$ cat config.mk
export PLATFORM = sky130hd
export DESIGN_NAME = mem_port_arbiter_flat
export DESIGN_NICKNAME = d
export VERILOG_FILES = /design/src/rtl/mem_port_arbiter_pkg.sv /design/src/rtl/mem_port_arbiter_if.sv /design/src/rtl/mem_port_arbiter_resp_id_fifo.sv /design/src/rtl/mem_port_arbiter.sv /design/src/flat_wrapper.sv
export SDC_FILE = /design/constraint.sdc
export NUM_CORES = 1
export LEC_CHECK = 0
export ABC_AREA = 1
export CORE_AREA = 2 2 109 111
export CTS_BUF_LIST = sky130_fd_sc_hd__clkbuf_8
export CTS_CLUSTER_DIAMETER = 30
export DETAILED_ROUTE_END_ITERATION = 6
export DIE_AREA = 0 0 111 113
export HOLD_SLACK_MARGIN = 0.1
export PLACE_DENSITY = 0.64
export SLEW_MARGIN = 20
export SYNTH_ARGS = -nofsm -noshare
export SYNTH_HDL_FRONTEND = slang
export SYNTH_SLANG_ARGS = --single-unit
export TNS_END_PERCENT = 10
$ cat constraint.sdc
create_clock -name clk -period 3.3 [get_ports clk]
set_input_delay 0.66 -clock clk [delete_from_list [all_inputs] [get_ports clk]]
set_output_delay 0.66 -clock clk [all_outputs]
set_load 0.05 [all_outputs]
$ cat src/rtl/mem_port_arbiter_pkg.sv
// Shared definitions for the memory-port arbiter: requester IDs carried in the
// response ID FIFO and the selection-state encoding.
package mem_port_arbiter_pkg;

   // Requester IDs stored per accepted request and used to route responses.
   localparam logic REQ_ID_IF = 1'b0;
   localparam logic REQ_ID_D  = 1'b1;

   // StFree: selection is recomputed every cycle.
   // StHeld: a presented request was not accepted and stays selected until granted.
   typedef enum logic {
      StFree,
      StHeld
   } arb_state_e;

endpackage

$ cat src/rtl/mem_port_arbiter_if.sv
// Bundle of the fetch (if_*), load/store (d_*) and downstream memory (mem_*)
// handshake signals around the memory-port arbiter.
//   master : environment view (core stages drive requests, memory drives gnt/rvalid)
//   slave  : arbiter view
interface mem_port_arbiter_if #(
   parameter int unsigned ADDR_W = 32,
   parameter int unsigned DATA_W = 32
);
   // fetch port
   logic                  if_req;
   logic [ADDR_W-1:0]     if_addr;
   logic                  if_gnt;
   logic                  if_rvalid;
   logic [DATA_W-1:0]     if_rdata;
   // load/store port
   logic                  d_req;
   logic                  d_we;
   logic [ADDR_W-1:0]     d_addr;
   logic [DATA_W-1:0]     d_wdata;
   logic [DATA_W/8-1:0]   d_wstrb;
   logic                  d_gnt;
   logic                  d_rvalid;
   logic [DATA_W-1:0]     d_rdata;
   // downstream memory port
   logic                  mem_req;
   logic                  mem_we;
   logic [ADDR_W-1:0]     mem_addr;
   logic [DATA_W-1:0]     mem_wdata;
   logic [DATA_W/8-1:0]   mem_wstrb;
   logic                  mem_gnt;
   logic                  mem_rvalid;
   logic [DATA_W-1:0]     mem_rdata;

   modport master (
      output if_req, if_addr,
      output d_req, d_we, d_addr, d_wdata, d_wstrb,
      output mem_gnt, mem_rvalid, mem_rdata,
      input  if_gnt, if_rvalid, if_rdata,
      input  d_gnt, d_rvalid, d_rdata,
      input  mem_req, mem_we, mem_addr, mem_wdata, mem_wstrb
   );

   modport slave (
      input  if_req, if_addr,
      input  d_req, d_we, d_addr, d_wdata, d_wstrb,
      input  mem_gnt, mem_rvalid, mem_rdata,
      output if_gnt, if_rvalid, if_rdata,
      output d_gnt, d_rvalid, d_rdata,
      output mem_req, mem_we, mem_addr, mem_wdata, mem_wstrb
   );

endinterface

$ cat src/rtl/mem_port_arbiter_resp_id_fifo.sv
// 1-bit wide FIFO holding the requester ID of every accepted-but-unanswered
// memory request, oldest at the head.
//   clk, rst   : clock, asynchronous active-high reset
//   push, din  : enqueue din
//   pop        : dequeue head (ignored when empty)
//   dout       : head entry
//   empty/full : occupancy flags
//   count      : number of stored entries
module mem_port_arbiter_resp_id_fifo #(
   parameter int unsigned DEPTH = 4
) (
   input  logic                       clk,
   input  logic                       rst,
   input  logic                       push,
   input  logic                       pop,
   input  logic                       din,
   output logic                       dout,
   output logic                       empty,
   output logic                       full,
   output logic [$clog2(DEPTH+1)-1:0] count
);

   localparam int unsigned PTR_W = $clog2(DEPTH);
   localparam int unsigned CNT_W = $clog2(DEPTH + 1);

   logic [DEPTH-1:0] mem_q;
   logic [PTR_W-1:0] wr_ptr_q, rd_ptr_q;
   logic [CNT_W-1:0] count_q;
   logic             do_push, do_pop;

   assign empty = (count_q == '0);
   assign full  = (count_q == CNT_W'(DEPTH));
   assign count = count_q;
   assign dout  = mem_q[rd_ptr_q];

   // A push while full is accepted only alongside a pop, which frees the slot
   // the write pointer is sitting on.
   assign do_push = push && (!full || pop);
   assign do_pop  = pop && !empty;

   always_ff @(posedge clk or posedge rst) begin
      if (rst) begin
         mem_q    <= '0;
         wr_ptr_q <= '0;
         rd_ptr_q <= '0;
         count_q  <= '0;
      end else begin
         if (do_push) begin
            mem_q[wr_ptr_q] <= din;
            wr_ptr_q        <= wr_ptr_q + PTR_W'(1);
         end
         if (do_pop) begin
            rd_ptr_q <= rd_ptr_q + PTR_W'(1);
         end
         count_q <= count_q + CNT_W'(do_push) - CNT_W'(do_pop);
      end
   end

endmodule

$ cat src/rtl/mem_port_arbiter.sv
// Shares one in-order pipelined memory port between instruction fetch (IF)
// and the execute-stage load/store port (D). D has fixed priority; IF gets
// priority once it has been denied STARVE_LIM consecutive cycles. Responses
// are routed back through an ID FIFO with no added latency.
//   clk, rst       : clock, asynchronous active-high reset
//   bus            : if_*/d_* requester ports and mem_* downstream port (slave view)
//   outstanding    : accepted-but-unanswered request count
//   err_unexp_rsp  : sticky, a response arrived with nothing in flight
module mem_port_arbiter
   import mem_port_arbiter_pkg::*;
#(
   parameter int unsigned ADDR_W     = 32,
   parameter int unsigned DATA_W     = 32,
   parameter int unsigned MAX_OUT    = 4,
   parameter int unsigned STARVE_LIM = 4
) (
   input  logic                         clk,
   input  logic                         rst,
   mem_port_arbiter_if.slave            bus,
   output logic [$clog2(MAX_OUT+1)-1:0] outstanding,
   output logic                         err_unexp_rsp
);

   localparam int unsigned SC_W   = $clog2(STARVE_LIM + 1);
   localparam int unsigned STRB_W = DATA_W / 8;

   arb_state_e      state_q, state_d;
   logic            hold_sel_q, hold_sel_d;
   logic [SC_W-1:0] starve_q, starve_d;
   logic            err_q;

   logic sel, sel_req, issue, grant, starved;
   logic fifo_full, fifo_empty, head_id, rsp_pop;

   assign starved = (starve_q >= SC_W'(STARVE_LIM));

   // Selection, issue and next state
   always_comb begin
      state_d    = state_q;
      hold_sel_d = hold_sel_q;
      sel        = REQ_ID_D;

      unique case (state_q)
         StFree: begin
            if (starved && bus.if_req) begin
               sel = REQ_ID_IF;
            end else if (bus.d_req) begin
               sel = REQ_ID_D;
            end else if (bus.if_req) begin
               sel = REQ_ID_IF;
            end
         end
         StHeld:  sel = hold_sel_q;
         default: sel = REQ_ID_D;
      endcase

      sel_req = (sel == REQ_ID_IF) ? bus.if_req : bus.d_req;
      // FIFO full is equivalent to outstanding == MAX_OUT.
      issue   = sel_req && !fifo_full && !rst;
      grant   = issue && bus.mem_gnt;

      unique case (state_q)
         StFree: begin
            if (issue && !bus.mem_gnt) begin
               state_d    = StHeld;
               hold_sel_d = sel;
            end
         end
         StHeld: begin
            if (bus.mem_gnt) begin
               state_d = StFree;
            end
         end
         default: state_d = StFree;
      endcase
   end

   // Downstream command mux; fetches are always reads with no write data.
   always_comb begin
      bus.mem_req   = issue;
      bus.if_gnt    = grant && (sel == REQ_ID_IF);
      bus.d_gnt     = grant && (sel == REQ_ID_D);
      bus.mem_we    = 1'b0;
      bus.mem_addr  = {ADDR_W{1'b0}};
      bus.mem_wdata = {DATA_W{1'b0}};
      bus.mem_wstrb = {STRB_W{1'b0}};
      if (sel == REQ_ID_D) begin
         bus.mem_we    = bus.d_we;
         bus.mem_addr  = bus.d_addr;
         bus.mem_wdata = bus.d_wdata;
         bus.mem_wstrb = bus.d_wstrb;
      end else begin
         bus.mem_addr  = bus.if_addr;
      end
   end

   // Consecutive cycles IF has been kept waiting, saturating at STARVE_LIM.
   always_comb begin
      starve_d = '0;
      if (bus.if_req && !(grant && (sel == REQ_ID_IF))) begin
         starve_d = starved ? starve_q : starve_q + SC_W'(1);
      end
   end

   always_ff @(posedge clk or posedge rst) begin
      if (rst) begin
         state_q    <= StFree;
         hold_sel_q <= REQ_ID_IF;
         starve_q   <= '0;
         err_q      <= 1'b0;
      end else begin
         state_q    <= state_d;
         hold_sel_q <= hold_sel_d;
         starve_q   <= starve_d;
         if (bus.mem_rvalid && fifo_empty) begin
            err_q <= 1'b1;
         end
      end
   end

   // Response routing: a response with nothing in flight is dropped.
   assign rsp_pop       = bus.mem_rvalid && !fifo_empty && !rst;
   assign err_unexp_rsp = err_q;

   always_comb begin
      bus.if_rvalid = rsp_pop && (head_id == REQ_ID_IF);
      bus.d_rvalid  = rsp_pop && (head_id == REQ_ID_D);
      bus.if_rdata  = bus.mem_rdata;
      bus.d_rdata   = bus.mem_rdata;
   end

   mem_port_arbiter_resp_id_fifo #(
      .DEPTH (MAX_OUT)
   ) u_resp_id_fifo (
      .clk   (clk),
      .rst   (rst),
      .push  (grant),
      .pop   (rsp_pop),
      .din   (sel),
      .dout  (head_id),
      .empty (fifo_empty),
      .full  (fifo_full),
      .count (outstanding)
   );

endmodule

$ cat src/flat_wrapper.sv
// flat-port wrapper written by rule: the top's interface ports become plain ports
module mem_port_arbiter_flat import mem_port_arbiter_pkg::*;
#(
   parameter int unsigned ADDR_W     = 32,
   parameter int unsigned DATA_W     = 32,
   parameter int unsigned MAX_OUT    = 4,
   parameter int unsigned STARVE_LIM = 4
)
  (clk, rst, outstanding, err_unexp_rsp, bus_if_req, bus_if_addr, bus_d_req, bus_d_we, bus_d_addr, bus_d_wdata, bus_d_wstrb, bus_mem_gnt, bus_mem_rvalid, bus_mem_rdata, bus_if_gnt, bus_if_rvalid, bus_if_rdata, bus_d_gnt, bus_d_rvalid, bus_d_rdata, bus_mem_req, bus_mem_we, bus_mem_addr, bus_mem_wdata, bus_mem_wstrb);
  mem_port_arbiter_if #(.ADDR_W(ADDR_W), .DATA_W(DATA_W)) bus_i ();
  input  logic clk;
  input  logic rst;
  output logic [$clog2(MAX_OUT+1)-1:0] outstanding;
  output logic err_unexp_rsp;
  input wire logic [$bits(bus_i.if_req)-1:0] bus_if_req;
  input wire logic [$bits(bus_i.if_addr)-1:0] bus_if_addr;
  input wire logic [$bits(bus_i.d_req)-1:0] bus_d_req;
  input wire logic [$bits(bus_i.d_we)-1:0] bus_d_we;
  input wire logic [$bits(bus_i.d_addr)-1:0] bus_d_addr;
  input wire logic [$bits(bus_i.d_wdata)-1:0] bus_d_wdata;
  input wire logic [$bits(bus_i.d_wstrb)-1:0] bus_d_wstrb;
  input wire logic [$bits(bus_i.mem_gnt)-1:0] bus_mem_gnt;
  input wire logic [$bits(bus_i.mem_rvalid)-1:0] bus_mem_rvalid;
  input wire logic [$bits(bus_i.mem_rdata)-1:0] bus_mem_rdata;
  output wire logic [$bits(bus_i.if_gnt)-1:0] bus_if_gnt;
  output wire logic [$bits(bus_i.if_rvalid)-1:0] bus_if_rvalid;
  output wire logic [$bits(bus_i.if_rdata)-1:0] bus_if_rdata;
  output wire logic [$bits(bus_i.d_gnt)-1:0] bus_d_gnt;
  output wire logic [$bits(bus_i.d_rvalid)-1:0] bus_d_rvalid;
  output wire logic [$bits(bus_i.d_rdata)-1:0] bus_d_rdata;
  output wire logic [$bits(bus_i.mem_req)-1:0] bus_mem_req;
  output wire logic [$bits(bus_i.mem_we)-1:0] bus_mem_we;
  output wire logic [$bits(bus_i.mem_addr)-1:0] bus_mem_addr;
  output wire logic [$bits(bus_i.mem_wdata)-1:0] bus_mem_wdata;
  output wire logic [$bits(bus_i.mem_wstrb)-1:0] bus_mem_wstrb;
  assign bus_i.if_req = bus_if_req;
  assign bus_i.if_addr = bus_if_addr;
  assign bus_i.d_req = bus_d_req;
  assign bus_i.d_we = bus_d_we;
  assign bus_i.d_addr = bus_d_addr;
  assign bus_i.d_wdata = bus_d_wdata;
  assign bus_i.d_wstrb = bus_d_wstrb;
  assign bus_i.mem_gnt = bus_mem_gnt;
  assign bus_i.mem_rvalid = bus_mem_rvalid;
  assign bus_i.mem_rdata = bus_mem_rdata;
  assign bus_if_gnt = bus_i.if_gnt;
  assign bus_if_rvalid = bus_i.if_rvalid;
  assign bus_if_rdata = bus_i.if_rdata;
  assign bus_d_gnt = bus_i.d_gnt;
  assign bus_d_rvalid = bus_i.d_rvalid;
  assign bus_d_rdata = bus_i.d_rdata;
  assign bus_mem_req = bus_i.mem_req;
  assign bus_mem_we = bus_i.mem_we;
  assign bus_mem_addr = bus_i.mem_addr;
  assign bus_mem_wdata = bus_i.mem_wdata;
  assign bus_mem_wstrb = bus_i.mem_wstrb;
  mem_port_arbiter #(.ADDR_W(ADDR_W), .DATA_W(DATA_W), .MAX_OUT(MAX_OUT), .STARVE_LIM(STARVE_LIM)) u_core (.clk(clk), .rst(rst), .bus(bus_i), .outstanding(outstanding), .err_unexp_rsp(err_unexp_rsp));
endmodule
==> metrics <==
total number of vias 2385; maximum vdd drop 0.000274 V; final instance area 3740 um^2; area leader, netlist buf_4; IO Count 281; CTS tree yes; synth unique cells 27; IO buf count 184; Syn-to-layout area delta 71.9%; Syn Area/Cell 6.09 um^2; Critical Path AT 2270 ps; maxcap violations 0; Post-CTS Resized 0; WL final 7.78 mm; Die ar. 12500 um^2; Final Core Density 33.2%; Post-Route Setup TNS 0 ps; synth top area cells buf_4 22%, nand2_1 20%, dfrtp_1 20%, inv_1 9.5%, nor2_1 8.5%; clock root cell clkbuf_8; drt pass-1 iters 5; later-pin clock latency in the skew report 250 ps; Hold EP u_core.err_unexp_rsp; Sink Count 17; FF-to-FF End u_core.u_resp_id_fifo.count[2]; status complete, no violations; worst hold path depth 1; post-CTS setup repair buffer count 0; Static Leak 2.00 nW; H-tree levels 1; Via density 3.87; vias in the first global route 2322; final period utilization 88.9%; Die Span Y 113 um; Max Clock Freq 341 MHz; Worst Reg-to-Reg Cells 13; final worst path period need 2930 ps; # fillers 1184; total global routing overflow 0; initial antenna violation count 0; first-pass GRT wire length 11.8 mm; # DRC 0; Die Span X 111 um; fraction of layout cells with a size suffix above 1 19.8%; Detailed Place HPWL 6.49 mm; area taken by multi-input logic gates 993 um^2; Routed WL per cell 12.6 um; Initial Utilization 19.3%; DR iter-0 viols 114; cell count after synthesis 357; GRT Resource Usage Total 11.5%; power per standard cell area 659 nW/um^2; Setup crit end kind output pin; HP Class reg -> reg; clock transition at the registers of the reported paths 70 ps; FF/Latch Area 425 um^2; Bufs on Longest Clock Path 2; Diodes inserted 0; core area 11300 um^2; RSZ-0062 raised after global routing false; share of the synthesized area in the top cell type 22.1%; CTS Buf Count 3; reg-to-reg slack, setup 950 ps; reg2reg start u_core.u_resp_id_fifo.count[1]; GPL Wtd Cong 0.744; Req. time, crit path 2640 ps; worst-path fanout max 20; synthesized flop and latch total 17; kind of critical path in -> out; sequential element share of the synthesized area 19.6%; slew margin rel. 67.0%; Hold Fails Final Rpt 0; worst slew pin tran 494 ps; Finish-stage setup viols 0; Hold-fix buffers, CTS 0; Slew Limit Fails 0; Mapped Nets 505; hold wc startpoint u_core.err_unexp_rsp; Setup crit start kind input port; Nets 623; hold slack final 477 ps; placed instance area 3690 um^2; Placement Rows 39; Design Power 0.00247 W; largest net degree at the start of global routing 41; post-synthesis instance area 2180 um^2; Clock Skews 2.32 ps; post-route ant nets 0; Ys Warns 0
## where the power goes
group / total, W / internal, W / leakage (nW) / switching, W
sequential: 0.000382 / 0.000300 / 0.207 / 0.0000823
combinational: 0.00193 / 0.000670 / 1.77 / 0.00126
clock: 0.000158 / 0.0000838 / 0.0255 / 0.0000740
## worst max-delay path, stage by stage
cell             delay (ps)
clkdlybuf4s50_1         510
inv_1                    50
nor2_1                  100
nand2_2                 100
nand2_4                 200
buf_4                   280
nand2_1                  70
nand2_1                  90
buf_4                   200
## kinds of logic after synthesis
logic type	share of synthesized area, %
compound gates	1.50
xor+xnor	1.61
fa+ha+maj	5.52
buf+inv	34.8
flops	19.6
mux	0.460
simple gates	36.6
## how the worst max path moves through the flow
stage / startpoint / end / slack, ps / cells after the start
after detailed placement: bus_if_req / u_core.u_resp_id_fifo.count[2] / 260 / 14
after global placement: bus_if_req / u_core.u_resp_id_fifo.count[1] / 340 / 14
after global routing: bus_if_req / bus_mem_addr[6] / 210 / 9
after CTS: bus_if_req / bus_mem_addr[19] / 330 / 9
final: bus_if_req / bus_mem_addr[19] / 370 / 9
after floorplan: rst / bus_d_gnt / 310 / 7
## layer usage
metal	wire (um)	share of wire [%]	global-route usage (%)
met4	174	2.2	3.33
met1	3140	40	13.7
met2	3560	46	18.9
met3	908	12	4.98
met5	0	0	0
## cell usage in the layout, fill, tap and decap left out
master	netlist	final
nand2_1	118	118
clkdlybuf4s50_1	0	110
buf_4	64	63
inv_1	55	55
nor2_1	49	49
dfrtp_1	17	17
buf_12	0	15
ha_1	8	8
nand4_1	6	6
nand3_1	6	6
nand2_4	3	3
clkbuf_8	0	3
xor2_1	2	2
inv_4	2	2
xnor2_1	2	2
a21oi_1	2	2
nor2_2	1	1
nor2_4	1	1
inv_2	1	1
nand2_2	1	1
nand3_4	1	1
mux2i_1	1	1
nor2_8	1	1
a32oi_1	1	1
and2_1	1	1
a31o_2	1	1
o21ai_0	1	1
fa_1	1	1
clkinv_2	0	1
## Yosys cell counts (all sizes together)
cell    instances
a32oi           1
and2            1
fa              1
dfrtp          17
mux2i           1
xor2            2
nand3           7
inv            58
o21ai           1
nor2           52
a31o            1
ha              8
a21oi           2
clkbuf          1
buf            74
nand4           6
nand2         122
xnor2           2
## metrics by stage
| stage | setup slack [ps] | cells |
|---|---|---|
| 2_1_floorplan | 312 | 357 |
| 3_3_place_gp | 338 | 613 |
| 3_5_place_dp | 264 | 613 |
| 4_1_cts | 329 | 617 |
| 5_1_grt | 209 | 617 |
| 6_report | 366 | 617 |
## registers in the layout (all words and copies together), names as in the netlist
signal,flops
u_core.err_unexp_rsp,1
u_core.u_resp_id_fifo.wr_ptr_q,2
u_core.state_q,1
u_core.u_resp_id_fifo.count,3
u_core.u_resp_id_fifo.rd_ptr_q,2
u_core.starve_q,3
u_core.u_resp_id_fifo.mem_q,4
u_core.hold_sel_q,1
## area by class of cell
type | count | area share, %
clock buffers | 3 | 1.10
repair buffers | 188 | 50.1
multi-input cells | 207 | 26.6
well taps | 143 | 4.78
clock inverters | 1 | 0.134
flip-flops and latches | 17 | 11.4
inverters | 58 | 5.95
(Power assumes the default switching activity.)
